--- src/rtl/ex_pkg.sv ---
// ex_pkg: encodings shared by the execute stage and ControlUnit, plus the branch-condition helper.
package ex_pkg;
   typedef enum logic [3:0] {
      ALU_ADD, ALU_SUB, ALU_AND, ALU_OR, ALU_XOR, ALU_SLL, ALU_SRL, ALU_SRA,
      ALU_SLT, ALU_SLTU, ALU_PASSB, ALU_MUL
   } aluOp_t;
   typedef enum logic [1:0] {SRCA_RS1, SRCA_PC, SRCA_ZERO} srcA_t;
   typedef enum logic [2:0] {SRCB_RS2, SRCB_LSJ, SRCB_UPPER, SRCB_FOUR} srcB_t;
   typedef enum logic [1:0] {IDLE, BUSY, DONE} mulState_t;
   function automatic logic branchTaken(input logic [2:0] f3, input logic [31:0] a, input logic [31:0] b);
      case (f3)
         3'b000:  return a == b;
         3'b001:  return a != b;
         3'b100:  return $signed(a) < $signed(b);
         3'b101:  return $signed(a) >= $signed(b);
         3'b110:  return a < b;
         3'b111:  return a >= b;
         default: return 1'b0;
      endcase
   endfunction
endpackage

--- src/rtl/ex_stage_if.sv ---
// ex_stage_if: ID/EX inputs, IF feedback and EX/MEM outputs of the execute stage.
interface ex_stage_if;
   logic [31:0] PC, rs1val, rs2val, LoadStoreOrjalAddress, auipcOrlui;
   logic [3:0]  ALUControl;
   logic [1:0]  ALUSourceA;
   logic [2:0]  ALUSourceB, funct3;
   logic [4:0]  rd;
   logic        Branch, Jump, JumpReg, RegWrite, DmemREB, DmemWEB, Dmem1ALUOUT, InValid, MemStall;
   logic        PCsel, ExStall;
   logic [31:0] JumporBranch;
   logic [31:0] MEMALUOUT, MEMrs2val;
   logic [4:0]  MEMrd;
   logic        MEMRegWrite, MEMDmemREB, MEMDmemWEB, MEMDmem1ALUOUT, MEMValid;
   modport master (
      output PC, rs1val, rs2val, LoadStoreOrjalAddress, auipcOrlui, ALUControl, ALUSourceA, ALUSourceB,
             funct3, rd, Branch, Jump, JumpReg, RegWrite, DmemREB, DmemWEB, Dmem1ALUOUT, InValid, MemStall,
      input  PCsel, ExStall, JumporBranch, MEMALUOUT, MEMrs2val, MEMrd, MEMRegWrite, MEMDmemREB,
             MEMDmemWEB, MEMDmem1ALUOUT, MEMValid
   );
   modport slave (
      input  PC, rs1val, rs2val, LoadStoreOrjalAddress, auipcOrlui, ALUControl, ALUSourceA, ALUSourceB,
             funct3, rd, Branch, Jump, JumpReg, RegWrite, DmemREB, DmemWEB, Dmem1ALUOUT, InValid, MemStall,
      output PCsel, ExStall, JumporBranch, MEMALUOUT, MEMrs2val, MEMrd, MEMRegWrite, MEMDmemREB,
             MEMDmemWEB, MEMDmem1ALUOUT, MEMValid
   );
endinterface

--- src/rtl/ex_mul.sv ---
// ex_mul: 32-cycle shift-add multiplier returning the low word; holds DONE until the result is accepted.
module ex_mul
   import ex_pkg::*;
(
   input  logic        CLK,
   input  logic        RST,
   input  logic        start,
   input  logic        accept,
   input  logic [31:0] opA,
   input  logic [31:0] opB,
   output logic        busy,
   output logic        done,
   output logic [31:0] product
);
   mulState_t state, nextState;
   logic [4:0] count;
   logic [31:0] mcand, mplier;
   always_ff @(posedge CLK or posedge RST)
      if (RST) begin
         state <= IDLE;
         count <= '0;
         mcand <= '0;
         mplier <= '0;
         product <= '0;
      end else begin
         state <= nextState;
         if (state == IDLE && start) begin
            count <= '0;
            mcand <= opA;
            mplier <= opB;
            product <= '0;
         end else if (state == BUSY) begin
            count <= count + 5'd1;
            product <= product + (mplier[0] ? mcand : '0);
            mcand <= mcand << 1;
            mplier <= mplier >> 1;
         end
      end
   always_comb begin
      nextState = state;
      nextState = (state == IDLE && start) ? BUSY :
                  (state == BUSY && count == 5'd31) ? DONE :
                  (state == DONE && accept) ? IDLE : state;
   end
   assign busy = state == BUSY;
   assign done = state == DONE;
endmodule

--- src/rtl/ex_stage.sv ---
// ex_stage: operand select, ALU, branch/jump resolution and the EX/MEM pipeline register.
module ex_stage
   import ex_pkg::*;
(
   input logic       CLK,
   input logic       RST,
   ex_stage_if.slave bus
);
   logic [31:0] opA, opB, aluOut, product;
   logic mulStart, mulBusy, mulDone, mulStall, stall;
   assign opA = bus.ALUSourceA == SRCA_RS1 ? bus.rs1val : bus.ALUSourceA == SRCA_PC ? bus.PC : '0;
   assign opB = bus.ALUSourceB == SRCB_RS2   ? bus.rs2val :
                bus.ALUSourceB == SRCB_LSJ   ? bus.LoadStoreOrjalAddress :
                bus.ALUSourceB == SRCB_UPPER ? bus.auipcOrlui :
                bus.ALUSourceB == SRCB_FOUR  ? 32'd4 : '0;
   always_comb begin
      aluOut = '0;
      case (aluOp_t'(bus.ALUControl))
         ALU_ADD:   aluOut = opA + opB;
         ALU_SUB:   aluOut = opA - opB;
         ALU_AND:   aluOut = opA & opB;
         ALU_OR:    aluOut = opA | opB;
         ALU_XOR:   aluOut = opA ^ opB;
         ALU_SLL:   aluOut = opA << opB[4:0];
         ALU_SRL:   aluOut = opA >> opB[4:0];
         ALU_SRA:   aluOut = $signed(opA) >>> opB[4:0];
         ALU_SLT:   aluOut = {31'd0, $signed(opA) < $signed(opB)};
         ALU_SLTU:  aluOut = {31'd0, opA < opB};
         ALU_PASSB: aluOut = opB;
         ALU_MUL:   aluOut = product;
         default:   aluOut = '0;
      endcase
   end
   // A MUL stalls from its first cycle until the multiplier sits in DONE
   assign mulStart = bus.InValid && bus.ALUControl == ALU_MUL && !mulBusy && !mulDone;
   assign mulStall = mulStart || mulBusy;
   assign stall = mulStall || bus.MemStall;
   assign bus.ExStall = !RST && stall;
   assign bus.PCsel = !RST && bus.InValid && !stall &&
                      (bus.Jump || (bus.Branch && branchTaken(bus.funct3, bus.rs1val, bus.rs2val)));
   assign bus.JumporBranch = bus.JumpReg ? (bus.rs1val + bus.LoadStoreOrjalAddress) & ~32'd1
                                         : bus.PC + bus.LoadStoreOrjalAddress;
   ex_mul mul (
      .CLK, .RST, .start(mulStart), .accept(!bus.MemStall), .opA, .opB,
      .busy(mulBusy), .done(mulDone), .product
   );
   always_ff @(posedge CLK or posedge RST)
      if (RST) begin
         bus.MEMALUOUT <= '0;
         bus.MEMrs2val <= '0;
         bus.MEMrd <= '0;
         bus.MEMRegWrite <= 1'b0;
         bus.MEMDmemREB <= 1'b1;
         bus.MEMDmemWEB <= 1'b1;
         bus.MEMDmem1ALUOUT <= 1'b0;
         bus.MEMValid <= 1'b0;
      end else if (!bus.MemStall) begin
         if (mulStall) begin
            bus.MEMValid <= 1'b0;
            bus.MEMRegWrite <= 1'b0;
            bus.MEMDmemREB <= 1'b1;
            bus.MEMDmemWEB <= 1'b1;
         end else begin
            bus.MEMALUOUT <= aluOut;
            bus.MEMrs2val <= bus.rs2val;
            bus.MEMrd <= bus.rd;
            bus.MEMRegWrite <= bus.InValid && bus.RegWrite;
            bus.MEMDmemREB <= !bus.InValid || bus.DmemREB;
            bus.MEMDmemWEB <= !bus.InValid || bus.DmemWEB;
            bus.MEMDmem1ALUOUT <= bus.Dmem1ALUOUT;
            bus.MEMValid <= bus.InValid;
         end
      end
endmodule
--- src/flat_wrapper.sv ---
// flat-port wrapper written by rule: the top's interface ports become plain ports
module ex_stage_flat import ex_pkg::*;
  (CLK, RST, bus_PC, bus_rs1val, bus_rs2val, bus_LoadStoreOrjalAddress, bus_auipcOrlui, bus_ALUControl, bus_ALUSourceA, bus_ALUSourceB, bus_funct3, bus_rd, bus_Branch, bus_Jump, bus_JumpReg, bus_RegWrite, bus_DmemREB, bus_DmemWEB, bus_Dmem1ALUOUT, bus_InValid, bus_MemStall, bus_PCsel, bus_ExStall, bus_JumporBranch, bus_MEMALUOUT, bus_MEMrs2val, bus_MEMrd, bus_MEMRegWrite, bus_MEMDmemREB, bus_MEMDmemWEB, bus_MEMDmem1ALUOUT, bus_MEMValid);
  ex_stage_if bus_i ();
  input logic CLK;
  input logic RST;
  input wire logic [$bits(bus_i.PC)-1:0] bus_PC;
  input wire logic [$bits(bus_i.rs1val)-1:0] bus_rs1val;
  input wire logic [$bits(bus_i.rs2val)-1:0] bus_rs2val;
  input wire logic [$bits(bus_i.LoadStoreOrjalAddress)-1:0] bus_LoadStoreOrjalAddress;
  input wire logic [$bits(bus_i.auipcOrlui)-1:0] bus_auipcOrlui;
  input wire logic [$bits(bus_i.ALUControl)-1:0] bus_ALUControl;
  input wire logic [$bits(bus_i.ALUSourceA)-1:0] bus_ALUSourceA;
  input wire logic [$bits(bus_i.ALUSourceB)-1:0] bus_ALUSourceB;
  input wire logic [$bits(bus_i.funct3)-1:0] bus_funct3;
  input wire logic [$bits(bus_i.rd)-1:0] bus_rd;
  input wire logic [$bits(bus_i.Branch)-1:0] bus_Branch;
  input wire logic [$bits(bus_i.Jump)-1:0] bus_Jump;
  input wire logic [$bits(bus_i.JumpReg)-1:0] bus_JumpReg;
  input wire logic [$bits(bus_i.RegWrite)-1:0] bus_RegWrite;
  input wire logic [$bits(bus_i.DmemREB)-1:0] bus_DmemREB;
  input wire logic [$bits(bus_i.DmemWEB)-1:0] bus_DmemWEB;
  input wire logic [$bits(bus_i.Dmem1ALUOUT)-1:0] bus_Dmem1ALUOUT;
  input wire logic [$bits(bus_i.InValid)-1:0] bus_InValid;
  input wire logic [$bits(bus_i.MemStall)-1:0] bus_MemStall;
  output wire logic [$bits(bus_i.PCsel)-1:0] bus_PCsel;
  output wire logic [$bits(bus_i.ExStall)-1:0] bus_ExStall;
  output wire logic [$bits(bus_i.JumporBranch)-1:0] bus_JumporBranch;
  output wire logic [$bits(bus_i.MEMALUOUT)-1:0] bus_MEMALUOUT;
  output wire logic [$bits(bus_i.MEMrs2val)-1:0] bus_MEMrs2val;
  output wire logic [$bits(bus_i.MEMrd)-1:0] bus_MEMrd;
  output wire logic [$bits(bus_i.MEMRegWrite)-1:0] bus_MEMRegWrite;
  output wire logic [$bits(bus_i.MEMDmemREB)-1:0] bus_MEMDmemREB;
  output wire logic [$bits(bus_i.MEMDmemWEB)-1:0] bus_MEMDmemWEB;
  output wire logic [$bits(bus_i.MEMDmem1ALUOUT)-1:0] bus_MEMDmem1ALUOUT;
  output wire logic [$bits(bus_i.MEMValid)-1:0] bus_MEMValid;
  assign bus_i.PC = bus_PC;
  assign bus_i.rs1val = bus_rs1val;
  assign bus_i.rs2val = bus_rs2val;
  assign bus_i.LoadStoreOrjalAddress = bus_LoadStoreOrjalAddress;
  assign bus_i.auipcOrlui = bus_auipcOrlui;
  assign bus_i.ALUControl = bus_ALUControl;
  assign bus_i.ALUSourceA = bus_ALUSourceA;
  assign bus_i.ALUSourceB = bus_ALUSourceB;
  assign bus_i.funct3 = bus_funct3;
  assign bus_i.rd = bus_rd;
  assign bus_i.Branch = bus_Branch;
  assign bus_i.Jump = bus_Jump;
  assign bus_i.JumpReg = bus_JumpReg;
  assign bus_i.RegWrite = bus_RegWrite;
  assign bus_i.DmemREB = bus_DmemREB;
  assign bus_i.DmemWEB = bus_DmemWEB;
  assign bus_i.Dmem1ALUOUT = bus_Dmem1ALUOUT;
  assign bus_i.InValid = bus_InValid;
  assign bus_i.MemStall = bus_MemStall;
  assign bus_PCsel = bus_i.PCsel;
  assign bus_ExStall = bus_i.ExStall;
  assign bus_JumporBranch = bus_i.JumporBranch;
  assign bus_MEMALUOUT = bus_i.MEMALUOUT;
  assign bus_MEMrs2val = bus_i.MEMrs2val;
  assign bus_MEMrd = bus_i.MEMrd;
  assign bus_MEMRegWrite = bus_i.MEMRegWrite;
  assign bus_MEMDmemREB = bus_i.MEMDmemREB;
  assign bus_MEMDmemWEB = bus_i.MEMDmemWEB;
  assign bus_MEMDmem1ALUOUT = bus_i.MEMDmem1ALUOUT;
  assign bus_MEMValid = bus_i.MEMValid;
  ex_stage u_core (.CLK(CLK), .RST(RST), .bus(bus_i));
endmodule
--- config.mk ---
export PLATFORM = sky130hd
export DESIGN_NAME = ex_stage_flat
export DESIGN_NICKNAME = d
export VERILOG_FILES = /design/src/rtl/ex_pkg.sv /design/src/rtl/ex_stage_if.sv /design/src/rtl/ex_mul.sv /design/src/rtl/ex_stage.sv /design/src/flat_wrapper.sv
export SDC_FILE = /design/constraint.sdc
export NUM_CORES = 1
export LEC_CHECK = 0
export CAP_MARGIN = 20
export CORE_MARGIN = 5
export CORE_UTILIZATION = 30
export DETAILED_ROUTE_END_ITERATION = 7
export HOLD_SLACK_MARGIN = 0.03
export PLACE_DENSITY = 0.57
export SETUP_SLACK_MARGIN = 0.5
export SYNTH_ARGS = -nofsm -noshare
export SYNTH_HDL_FRONTEND = slang
export SYNTH_SLANG_ARGS = --single-unit
--- constraint.sdc ---
create_clock -name CLK -period 7 [get_ports CLK]
set_clock_uncertainty 0.15 [all_clocks]
set_input_delay 1.4 -clock CLK [delete_from_list [all_inputs] [get_ports CLK]]
set_output_delay 1.4 -clock CLK [all_outputs]
set_load 0.03 [all_outputs]
==> reports/results.ini <==
[finish]
nets=3696
area_growth_pct=22.1
final_cell_area_sq_um=28100
layout-drive-gt1-share_pct=7.15

[sta]
worstMarginPinSlew_ns=1.02
fmax_ghz=0.156
finalSetupTns_ns=0
drv_slew=0
period_needed_ns=6.42
rsz0062_at_grt=true
hold_viol_final=0
setup_viol=0
maxSlewHeadroom_pct=31.9
period_share_pct=91.7

[synth]
synth_common_cells=nand2_1 (353), o21ai_0 (266), nor2_1 (241)
syn_area_per_cell_sq_um=7.54
yosys.cell_count.top_type=nand2_1
synth_flop_cell=dfrtp_1
synthCells=3050
yosys.area.top_type_share_pct=19.0
syn_nets=3472
ys_types=92
ys_seq_area_share_pct=19.3
async_reset_ff_share_pct=100
synth-seq-cells=177
synth_area_leaders=dfrtp_1 (19%), ha_1 (12%), mux2i_1 (8.6%)
syn_area_sq_um=23000
yosysTopAreaCell=dfrtp_1
yosys_warnings=0
synth_enable_flop_cells=0

[power]
cellLeakagePower_nw=12.5
irDropWorstVdd_mv=0.153
power_density_nw_per_um2=229

[critical_path]
r2r-start=u_core.mul.mplier[0]
critPathCaptureType=output pin
rrSetupSlack_ns=2.64
r2r_end=u_core.mul.product[30]
path_max_fanout=3
r2r.worst_path.cells=15
startpoint_type=primary input
cp.arrival_ns=4.87
critical_path_class=primary input to output pin
cp_data_required_time_ns=5.45

[clock_tree]
cts.path.max_buffers=2
cts_buffers=17
path_clk_slew_ns=0.08
cts_sinks=177
cts_root_buf=clkbuf_16
htreeDepth=4
cts_tree=done
insertion_delay_ns=0.51

[place]
port-buffer-count=295
dpl_cell_area_sq_um=27300
hpwl_um=84200
gp_congestion=1.04

[min_path]
holdPathEnd=u_core.bus.MEMDmemREB
hold_path.class=register to register
whs_path_depth=2
hp-start=u_core.bus.MEMDmemREB

[floorplan]
num_io_pins=296
die_x_um=287
core_sq_um=75900
start_util_pct=30.3
die_area_sq_um=82300
floorplan.rows=101
chipHeight_um=287

[grt]
overflow=0
grt_usage_pct=24.8
antenna_found_initial=5
first_global_vias=24300
grt_pass1_wl_um=157000
grt_start_max_net_pins=78

[detailed_routing]
drc=0
drt_iter0_drc=2760
wl_per_cell_um=24.6
postRouteAntennaNets=0
firstDrtPassIters=7
vias_per_cell=5.84
routed_wl_um=106000
vias=25200

[flow_run]
drv_cap=0

[outcome]
outcome=finished, final reports clean

-- metrics by stage --
step	worst slack (ns)	power, mW	util [%]	instances	hold slack (ns)
2_1_floorplan	0.959	3.78	-	3050	0.299
3_3_place_gp	0.0654	5.24	36.0	4284	0.302
3_5_place_dp	0.0918	5.25	36.0	4284	0.305
4_1_cts	0.486	6.44	36.9	4317	0.317
5_1_grt	0.505	6.79	37.0	4318	0.334
6_report	0.584	6.44	37.0	4321	0.314
-- sequential cells by signal, indices dropped and copies added, names as in the netlist --
| signal | cells |
|---|---|
| u_core.bus.MEMALUOUT | 32 |
| u_core.bus.MEMrs2val | 32 |
| u_core.mul.mcand | 32 |
| u_core.mul.mplier | 32 |
| u_core.mul.product | 32 |
| u_core.bus.MEMrd | 5 |
| u_core.mul.count | 5 |
| u_core.mul.state | 2 |
| u_core.bus.MEMDmem1ALUOUT | 1 |
| u_core.bus.MEMDmemREB | 1 |
| u_core.bus.MEMDmemWEB | 1 |
| u_core.bus.MEMRegWrite | 1 |
| u_core.bus.MEMValid | 1 |
-- what timing repair did --
action / 4_1_cts / 5_1_grt
pin swaps: 3 / 1
gates resized for setup: 22 / 25
buffers inserted: 1 / 0
hold buffers: 0 / 0
hold endpoints to repair: 0 / 0
setup endpoints to repair: 15 / 18
-- critical path, stage by stage --
cell and delay (ns):
clkdlybuf4s50_1 0.58, ha_1 0.34, a211oi_1 0.32, nand2_1 0.14
nor4b_2 0.34, a311oi_2 0.21, buf_4 0.19, a311oi_1 0.46
o21bai_1 0.11, a21oi_1 0.18, xor2_1 0.08, a21oi_1 0.17
clkdlybuf4s15_2 0.33
-- where the power goes --
| group | switching [mW] | total, mW | leakage, nW | internal (mW) |
|---|---|---|---|---|
| clock network | 0.514 | 1.17 | 0.322 | 0.651 |
| registers | 0.299 | 1.70 | 2.34 | 1.40 |
| logic | 2.25 | 3.57 | 9.86 | 1.32 |
| total | 3.07 | 6.44 | 12.5 | 3.37 |
-- layout make-up --
class | instances | area (sq um)
fill | 8043 | 47900
multi-input combinational | 2516 | 17300
sequential | 177 | 4430
timing repair buffer | 400 | 3770
tap | 1030 | 1290
inverter | 162 | 612
clock buffer | 19 | 443
clock inverter | 13 | 224
antenna | 4 | 10.0
-- worst max-delay path by stage --
stage                                  start              endpoint  slack [ns]  cells after the start
2_1_floorplan                            RST             bus_PCsel        0.96                      3
6_report       bus_LoadStoreOrjalAddress[16]  bus_JumporBranch[23]        0.58                     13
5_1_grt         bus_LoadStoreOrjalAddress[5]  bus_JumporBranch[31]        0.50                     14
3_3_place_gp   bus_LoadStoreOrjalAddress[16]  bus_JumporBranch[27]        0.07                     13
4_1_cts        bus_LoadStoreOrjalAddress[16]  bus_JumporBranch[27]        0.49                     13
3_5_place_dp   bus_LoadStoreOrjalAddress[16]  bus_JumporBranch[27]        0.09                     13
-- logic make-up (layout without fill, tap and decap cells) --
group	count (synthesis)	after routing	synth area share, %
muxes	219	219	9.69
xor gates and xnor gates	82	82	3.12
AOI/OAI and AO/OA	1046	1046	30.1
other	0	4	0
DFF	177	177	19.3
buffers and inverters	357	594	6.27
and+or+nand+nor	935	935	18.7
adders and majority gates	234	234	12.9
-- cells in the final DEF (no fill, tap or decap), types with 38 or more instances in the layout --
cell             instances
dfrtp_1                175
clkdlybuf4s50_1        275
xnor2_1                 44
a22oi_1                 67
a21oi_1                233
mux2i_1                198
nor3_1                  47
nand3_1                 75
o211ai_1                45
ha_1                   227
buf_4                  104
a211oi_1                38
xor2_1                  38
nand2_1                353
inv_1                  157
a221o_1                 41
and2_1                  46
a21o_1                  62
nor2_1                 240
o21ai_0                264
-- layer usage --
metal / vias up / wire [um] / track usage, %
li1: 11700 / - / -
met4: 2 / 5980 / 11.6
met2: 1158 / 47900 / 40.0
met1: 12200 / 44600 / 32.0
met5: - / 11 / 0
met3: 203 / 7870 / 4.91
No activity file was read; power rests on OpenSTA's default activity.
